`src/rtl/pc_fetch_ctrl_if.sv`:
```
// Instruction-memory fetch handshake between the PC sequencer and the memory.
interface pc_fetch_ctrl_if;
  localparam int unsigned XLEN = 32;

  logic            imem_req_o;
  logic [XLEN-1:0] imem_addr_o;
  logic            imem_ack_i;

  modport master (
    output imem_req_o,
    output imem_addr_o,
    input  imem_ack_i
  );

  modport slave (
    input  imem_req_o,
    input  imem_addr_o,
    output imem_ack_i
  );
endinterface

```
`src/rtl/pc_fetch_ctrl.sv`:
```
// PC register and fetch sequencer feeding the ADDER stage; handles stalls,
// redirects, alignment faults and the fetch acknowledge timeout.
module pc_fetch_ctrl #(
  parameter logic [31:0] RESET_PC = 32'h0000_0000,
  parameter logic [31:0] INCR     = 32'd4,
  parameter int unsigned TIMEOUT  = 16
) (
  input  logic                   clk,
  input  logic                   rst_n,
  pc_fetch_ctrl_if.master        imem,
  output logic [31:0]            add_a_o,
  output logic [31:0]            add_b_o,
  input  logic [31:0]            add_sum_i,
  input  logic                   stall_i,
  input  logic                   br_valid_i,
  input  logic [31:0]            br_target_i,
  output logic                   kill_o,
  output logic                   err_o,
  output logic [1:0]             err_code_o
);

  localparam int unsigned XLEN  = 32;
  localparam int unsigned CNT_W = 8;
  localparam logic [CNT_W-1:0] TMO_MAX = CNT_W'(TIMEOUT);
  localparam logic [CNT_W-1:0] TMO_PRE = CNT_W'(TIMEOUT - 1);

  typedef enum logic [1:0] {
    S_IDLE = 2'd0,
    S_REQ  = 2'd1,
    S_HOLD = 2'd2
  } state_e;

  state_e           state_q, state_d;
  logic [XLEN-1:0]  pc_q, pc_d;
  logic [XLEN-1:0]  pend_q, pend_d;
  logic             pend_vld_q, pend_vld_d;
  logic [CNT_W-1:0] cnt_q, cnt_d;
  logic             req_q, req_d;
  logic             kill_q, kill_d;
  logic             err_q, err_d;
  logic [1:0]       code_q, code_d;
  logic             tmo_hit;

  logic br_ok, br_bad;
  assign br_ok  = br_valid_i && (br_target_i[1:0] == 2'b00);
  assign br_bad = br_valid_i && (br_target_i[1:0] != 2'b00);

  // State register
  always_ff @(posedge clk or negedge rst_n) begin
    if (!rst_n) state_q <= S_IDLE;
    else        state_q <= state_d;
  end

  // Next-state logic
  always_comb begin
    state_d = state_q;
    case (state_q)
      S_IDLE:  state_d = S_REQ;
      S_REQ:   if (imem.imem_ack_i && stall_i) state_d = S_HOLD;
      S_HOLD:  if (!stall_i) state_d = S_REQ;
      default: state_d = S_IDLE;
    endcase
  end

  // Datapath and output next values
  always_comb begin
    pc_d       = pc_q;
    pend_d     = pend_q;
    pend_vld_d = pend_vld_q;
    cnt_d      = cnt_q;
    kill_d     = 1'b0;
    tmo_hit    = 1'b0;
    req_d      = (state_d == S_REQ);
    err_d      = err_q;
    code_d     = code_q;

    case (state_q)
      S_REQ: begin
        if (imem.imem_ack_i) begin
          // A redirect seen during this fetch makes the acked word wrong-path.
          cnt_d      = '0;
          pend_vld_d = 1'b0;
          kill_d     = br_ok || pend_vld_q;
          if (br_ok)           pc_d = br_target_i;
          else if (pend_vld_q) pc_d = pend_q;
          else                 pc_d = add_sum_i;
        end else begin
          if (br_ok) begin
            pend_vld_d = 1'b1;
            pend_d     = br_target_i;
          end
          if (cnt_q != TMO_MAX) cnt_d = CNT_W'(cnt_q + 1'b1);
          tmo_hit = (cnt_q == TMO_PRE);
        end
      end
      default: begin
        // No fetch outstanding: redirects apply directly.
        pend_vld_d = 1'b0;
        if (br_ok) pc_d = br_target_i;
      end
    endcase

    if (!err_q && (br_bad || tmo_hit)) begin
      err_d  = 1'b1;
      code_d = {tmo_hit, br_bad};
    end
  end

  always_ff @(posedge clk or negedge rst_n) begin
    if (!rst_n) begin
      pc_q       <= RESET_PC;
      pend_q     <= '0;
      pend_vld_q <= 1'b0;
      cnt_q      <= '0;
      req_q      <= 1'b0;
      kill_q     <= 1'b0;
      err_q      <= 1'b0;
      code_q     <= 2'b00;
    end else begin
      pc_q       <= pc_d;
      pend_q     <= pend_d;
      pend_vld_q <= pend_vld_d;
      cnt_q      <= cnt_d;
      req_q      <= req_d;
      kill_q     <= kill_d;
      err_q      <= err_d;
      code_q     <= code_d;
    end
  end

  assign imem.imem_req_o  = req_q;
  assign imem.imem_addr_o = pc_q;
  assign add_a_o          = pc_q;
  assign add_b_o          = INCR;
  assign kill_o           = kill_q;
  assign err_o            = err_q;
  assign err_code_o       = code_q;

endmodule

```
`src/flat_wrapper.sv`:
```
// flat-port wrapper written by rule: the top's interface ports become plain ports
module pc_fetch_ctrl_flat 
#(
  parameter logic [31:0] RESET_PC = 32'h0000_0000,
  parameter logic [31:0] INCR     = 32'd4,
  parameter int unsigned TIMEOUT  = 16
)
  (clk, rst_n, add_a_o, add_b_o, add_sum_i, stall_i, br_valid_i, br_target_i, kill_o, err_o, err_code_o, imem_imem_req_o, imem_imem_addr_o, imem_imem_ack_i);
  pc_fetch_ctrl_if imem_i ();
  input  logic clk;
  input  logic rst_n;
  output logic [31:0] add_a_o;
  output logic [31:0] add_b_o;
  input  logic [31:0] add_sum_i;
  input  logic stall_i;
  input  logic br_valid_i;
  input  logic [31:0] br_target_i;
  output logic kill_o;
  output logic err_o;
  output logic [1:0] err_code_o;
  output wire logic [$bits(imem_i.imem_req_o)-1:0] imem_imem_req_o;
  output wire logic [$bits(imem_i.imem_addr_o)-1:0] imem_imem_addr_o;
  input wire logic [$bits(imem_i.imem_ack_i)-1:0] imem_imem_ack_i;
  assign imem_imem_req_o = imem_i.imem_req_o;
  assign imem_imem_addr_o = imem_i.imem_addr_o;
  assign imem_i.imem_ack_i = imem_imem_ack_i;
  pc_fetch_ctrl #(.RESET_PC(RESET_PC), .INCR(INCR), .TIMEOUT(TIMEOUT)) u_core (.clk(clk), .rst_n(rst_n), .imem(imem_i), .add_a_o(add_a_o), .add_b_o(add_b_o), .add_sum_i(add_sum_i), .stall_i(stall_i), .br_valid_i(br_valid_i), .br_target_i(br_target_i), .kill_o(kill_o), .err_o(err_o), .err_code_o(err_code_o));
endmodule
```
`config.mk`:
```
export PLATFORM = sky130hd
export DESIGN_NAME = pc_fetch_ctrl_flat
export DESIGN_NICKNAME = d
export VERILOG_FILES = /design/src/rtl/pc_fetch_ctrl_if.sv /design/src/rtl/pc_fetch_ctrl.sv /design/src/flat_wrapper.sv
export SDC_FILE = /design/constraint.sdc
export NUM_CORES = 1
export LEC_CHECK = 0
export ABC_AREA = 0
export ABC_CLOCK_PERIOD_IN_PS = 3700
export BUFFER_PORTS_ARGS = -buffer_cell sky130_fd_sc_hd__buf_4
export CAP_MARGIN = 10
export CORE_MARGIN = 1.5
export CORE_UTILIZATION = 51
export CTS_BUF_LIST = sky130_fd_sc_hd__clkbuf_4 sky130_fd_sc_hd__clkbuf_8 sky130_fd_sc_hd__clkbuf_16
export DETAILED_ROUTE_END_ITERATION = 12
export PLACE_DENSITY = 0.93
export SYNTH_ARGS = -nofsm -noshare
export SYNTH_HDL_FRONTEND = slang
export SYNTH_SLANG_ARGS = --single-unit
```
`constraint.sdc`:
```
create_clock -name clk -period 3.7 [get_ports clk]
set_input_delay 0.37 -clock clk [delete_from_list [all_inputs] [get_ports clk]]
set_output_delay 0.37 -clock clk [all_outputs]
set_load 0.01 [all_outputs]
```
# Word-level counts from Yosys, hierarchy flattened
# Cells that the tools add are included.
# W data, S select, Z words.
dict set report word_totals {
  in_bits 69
  register_bits 80
  word_cells 50
  output_inout_bits 101
}
dict set report classes {
  addsub 1
  n_eq_ne 7
  n_reduce_logical 15
  muxes 17
  bitwise 1
}
# cell n
set op_table {}
lappend op_table {{$mux W32} 5}
lappend op_table {{$mux W8} 2}
lappend op_table {{$add A8 B1 Y8 const B} 1}
lappend op_table {{$eq A8 B4 Y1 const B} 1}
lappend op_table {{$ne A8 B5 Y1 const B} 1}
lappend op_table {{$mux W1} 7}
lappend op_table {{$pmux W2 S3} 1}
lappend op_table {{$reduce_bool A2 Y1} 3}
lappend op_table {{$eq A2 B1 Y1 const B} 2}
lappend op_table {{$logic_and A1 B1 Y1} 4}
lappend op_table {{$logic_not A2 Y1} 2}
lappend op_table {{$mux W2} 2}
lappend op_table {{$reduce_and A2 Y1} 2}
lappend op_table {{$ne A3 B2 Y1 const B} 1}
lappend op_table {{$reduce_and A3 Y1} 1}
lappend op_table {{$eq A2 B2 Y1 const B} 1}
lappend op_table {{$logic_or A1 B1 Y1} 2}
lappend op_table {{$ne A2 B2 Y1 const B} 1}
lappend op_table {{$logic_not A1 Y1} 1}
lappend op_table {{$not A1 Y1} 1}

# Depth between registers and ports, before layout
dict set report depth {
  depth_word 5
  ltp_mapped 7
  ltp_nobuf 4
}

# Worst setup path after synthesis
# Ideal clock, no wire load.
dict set report synth_timing {
  path_kind {input port to flip-flop}
  start {in br_target_i[1]}
  end {reg u_core.pend_q[10]}
  stages 7
  setup_time_ps 125
  required_ps 3575
  t_arrival_ps 1888
  n_path_buf 4
  setup_slack_ps 1687
  path_cell_list {clkbuf_1 or3b_1 buf_2 or3_1 buf_2 buf_6 mux2_4}
}
dict set report synth_via {
  elab_chain_len 3
}
# item line
set synth_lines {}
lappend synth_lines {{start: declaration} flat_wrapper.sv:17} ;# input logic [31:0] br_target_i;
lappend synth_lines {{$logic_not A2 Y1} pc_fetch_ctrl.sv:45} ;# assign br_ok = br_valid_i && (br_target_i[1:0] == 2'b00);
lappend synth_lines {{$logic_and A1 B1 Y1} pc_fetch_ctrl.sv:45}
lappend synth_lines {{$reduce_and A3 Y1 (no source line)} n/a}
lappend synth_lines {{end signal: assignment} pc_fetch_ctrl.sv:121} ;# pend_q <= pend_d;
lappend synth_lines {{end: declaration} pc_fetch_ctrl.sv:35} ;# logic [XLEN-1:0] pend_q, pend_d;
# No other way between the ends.
# A chain may end at the register's enable or synchronous reset.

# Final worst setup path
dict set report layout_timing {
  start {reg u_core.state_q[1]}
  end {reg u_core.pend_q[20]}
}
dict set report layout_via {
  elab_chain_len 2
}
# item line
set layout_lines {}
lappend layout_lines {{start: declaration} pc_fetch_ctrl.sv:33} ;# state_e state_q, state_d;
lappend layout_lines {{start signal: assignment} pc_fetch_ctrl.sv:51} ;# else state_q <= state_d;
lappend layout_lines {{$eq A2 B1 Y1} pc_fetch_ctrl.sv:77} ;# case (state_q)
lappend layout_lines {{$reduce_and A3 Y1 (no source line)} n/a}
# No other way between the ends.

==> impl_metrics.ini <==
[power]
clock_power_share = 0.192
p_sw_mw = 1.01
p_int_mw = 1.99
leakage_nw = 2.72
pwr-share-comb = 0.370
switching_share = 0.337
ir_drop_mv = 0.258
power_density_mw_per_mm2 = 518
p_seq_frac = 0.438
power_mw = 3.00

[clock_network]
root_buffer = clkbuf_8
cts_tree = built
clock_latency_ns = 0.34
hold_buffers = 0
htree_num_levels = 3
postCtsSetupRepairBufs = 0
post_cts_resized = 0
clk_path_buf_depth = 2
numCtsBuffers = 9
path_clk_slew_ns = 0.08
cts_sinks = 80

[logic_synthesis]
synthCells = 473
synth.avg_cell_area_sq_um = 10.5
synth_seq_area_share = 0.404
ys_types = 43
synth_area_sq_mm = 0.00496
ys_seq_elements = 80
yosysWarnings = 0

[die]
die_h_microns = 102
ios = 170
die-area_sq_mm = 0.0103
rows = 35
coreArea_sq_mm = 0.00933
initial_core_util = 0.532
die_width_microns = 102

[routing]
first_pass_iters = 5
wire_per_inst_microns = 17.7
drcViolationCount = 0
vias = 3863
ant_nets = 0
viasPerCell = 5.69
drtIter0Drc = 314
drt-total-wl_microns = 12100

[worst_hold_path]
min_path_type = input port to asynchronous set/reset pin

[critical_path]
path_max_fanout = 32
r2r-end = u_core.pend_q[20]$_DFFE_PN0P_
end_kind = register
rrSetupSlack_ns = 1.27
cp_num_buf_inv = 0
worstPathRequired_ns = 3.92
cp_slowest_cell = or3_2
cp-start-kind = register
r2r-start = u_core.state_q[1]$_DFF_PN0_
crit_family = simple AND/OR/NAND/NOR gates
max_stage_delay_ns = 0.97
arrival_ns = 2.66
setup.worst_path.class = register to register
r2r_cells = 3
cp_cell_sequence = nand2b_1 -> or3_2 -> mux2_1

[global_route]
grt_first_pass_wirelength_microns = 19000
grt_pass1_vias = 3860
gr-total-overflow = 0
grt_usage = 0.233
grt_max_degree = 81
antenna_found_initial = 0

[cells_and_area]
syn_to_final_growth_pct = 17.0
layout-drive-gt1-share = 0.400
fillers = 746
diodes = 0
fin_nets = 616

[placed_design]
hpwl_microns = 8100
io_buffers = 137
gp_congestion = 0.801

[flow_run]
cap_violations = 0

[sta]
tightest_slew_ns = 1.07
finClkSkew_ns = 0.00997
slew_headroom = 0.271
hold_viol = 0
clock.fmax_mhz = 411
fin_crit_ns = 2.43
period_share = 0.657
rsz0062_at_grt = no
tns_ns = 0
final-setup-viol-count = 0
drv_slew = 0

[outcome]
status = complete, no violations
## cells in the mapped netlist, drive strengths merged
cell type,instances,area [sq um]
a211o,1,8.76
a21boi,1,7.51
a21o,2,15.0
a221oi,30,263
a22oi,2,15.0
a311o,1,10.0
a31o,31,272
a41oi,1,8.76
and2,3,18.8
and3,3,18.8
and4,1,8.76
buf,74,544
clkbuf,34,128
conb,2,7.51
dfrtp,80,2000
ha,2,25.0
inv,36,135
mux2,31,454
mux2i,36,360
nand2,4,15.0
nand2b,3,18.8
nand3,3,15.0
nand4,2,12.5
nand4b,1,8.76
nor2,9,33.8
nor2b,1,6.26
nor3,31,155
nor3b,4,30.0
nor4,1,6.26
nor4b,30,263
o211ai,1,7.51
o21a,1,7.51
o21ai,3,15.0
o221ai,1,8.76
o2bb2ai,2,17.5
o311ai,1,8.76
or3,3,18.8
or3b,1,8.76
## power by group through the flow
stage | clock [mW] | sequential (mW) | combinational [mW]
finish | 0.576 | 1.31 | 1.11
global route | 0.628 | 1.35 | 1.20
CTS | 0.581 | 1.31 | 1.12
detailed placement | 0 | 1.32 | 1.12
global placement | 0 | 1.31 | 1.07
floorplan | 0 | 1.32 | 0.746
## registers in the layout (all words and copies together), names as in the netlist
| name | flops |
|---|---|
| u_core.add_a_o | 32 |
| u_core.pend_q | 32 |
| u_core.cnt_q | 8 |
| u_core.err_code_o | 2 |
| u_core.state_q | 2 |
| u_core.err_o | 1 |
| u_core.imem.imem_req_o | 1 |
| u_core.kill_o | 1 |
| u_core.pend_vld_q | 1 |
## metal layers
metal / part of all wire / GRT usage
met5: 0 / 0
met4: 0.011 / 0.0855
met3: 0.060 / 0.0393
met2: 0.51 / 0.389
met1: 0.42 / 0.306
## placed cells by master (no fill, tap or decap), types with 2 or more instances in the layout
master,count
a21o_1,2
buf_4,139
a221oi_1,30
a31o_2,31
and3_1,3
clkbuf_8,10
a22oi_1,2
and2_1,3
mux2_1,2
o21ai_0,3
ha_1,2
clkinvlp_4,2
nor2_1,9
mux2_4,28
mux2i_1,35
nor3b_1,4
o2bb2ai_1,2
or3_1,2
nand2b_1,3
dfrtp_1,79
nand3_1,3
nor4b_1,30
nor3_1,31
inv_1,36
nand2_1,4
nand4_1,2
conb_1,32
clkinv_2,4
## area by class of cell
cell class                 instances  area [sq um]  share of cell area
inverter                          36           135              0.0233
clock inverter                     6          35.0             0.00604
sequential                        80          2000               0.345
clock buffer                      10           138              0.0237
multi-input combinational        279          2280               0.394
timing repair buffer             139          1040               0.180
tap                              129           161              0.0278
## cells by family (layout without fill, tap and decap cells)
kind of cell             Yosys count  in the layout  share of synthesized area
buffers and inverters            144            191                      0.163
AND/OR/NAND/NOR                  100            100                      0.129
flip-flops                        80             80                      0.404
AO/OA/AOI/OAI                     78             78                      0.134
multiplexers                      67             67                      0.164
adder cells (fa/ha/maj)            2              2                    0.00505
other                              2             32                    0.00151
## metrics by stage
| stage | setup slack (ns) | hold WS, ns | std cells | instance area, sq um | util |
|---|---|---|---|---|---|
| 6_report | 1.27 | 0.186 | 679 | 5800 | 0.622 |
| 5_1_grt | 1.21 | 0.217 | 679 | 5800 | 0.622 |
| 4_1_cts | 1.30 | 0.212 | 679 | 5800 | 0.622 |
| 3_5_place_dp | 1.13 | 0.484 | 663 | 5630 | 0.603 |
| 3_3_place_gp | 1.18 | 0.469 | 663 | 5630 | 0.603 |
| 2_1_floorplan | 1.69 | 0.0744 | 503 | 5070 | - |
## worst max path at each step
stage / from / cells after the start / to / slack [ns]
after floorplan: br_target_i[1] / 7 / u_core.pend_q[10]$_DFFE_PN0P_ / 1.69
after global placement: br_target_i[1] / 4 / u_core.pend_q[20]$_DFFE_PN0P_ / 1.18
after detailed placement: br_target_i[1] / 4 / u_core.pend_q[20]$_DFFE_PN0P_ / 1.13
after CTS: u_core.state_q[1]$_DFF_PN0_ / 3 / u_core.pend_q[20]$_DFFE_PN0P_ / 1.30
after global routing: u_core.state_q[1]$_DFF_PN0_ / 3 / u_core.pend_q[21]$_DFFE_PN0P_ / 1.21
final: u_core.state_q[1]$_DFF_PN0_ / 3 / u_core.pend_q[20]$_DFFE_PN0P_ / 1.27
No activity file was read; power rests on OpenSTA's default activity.
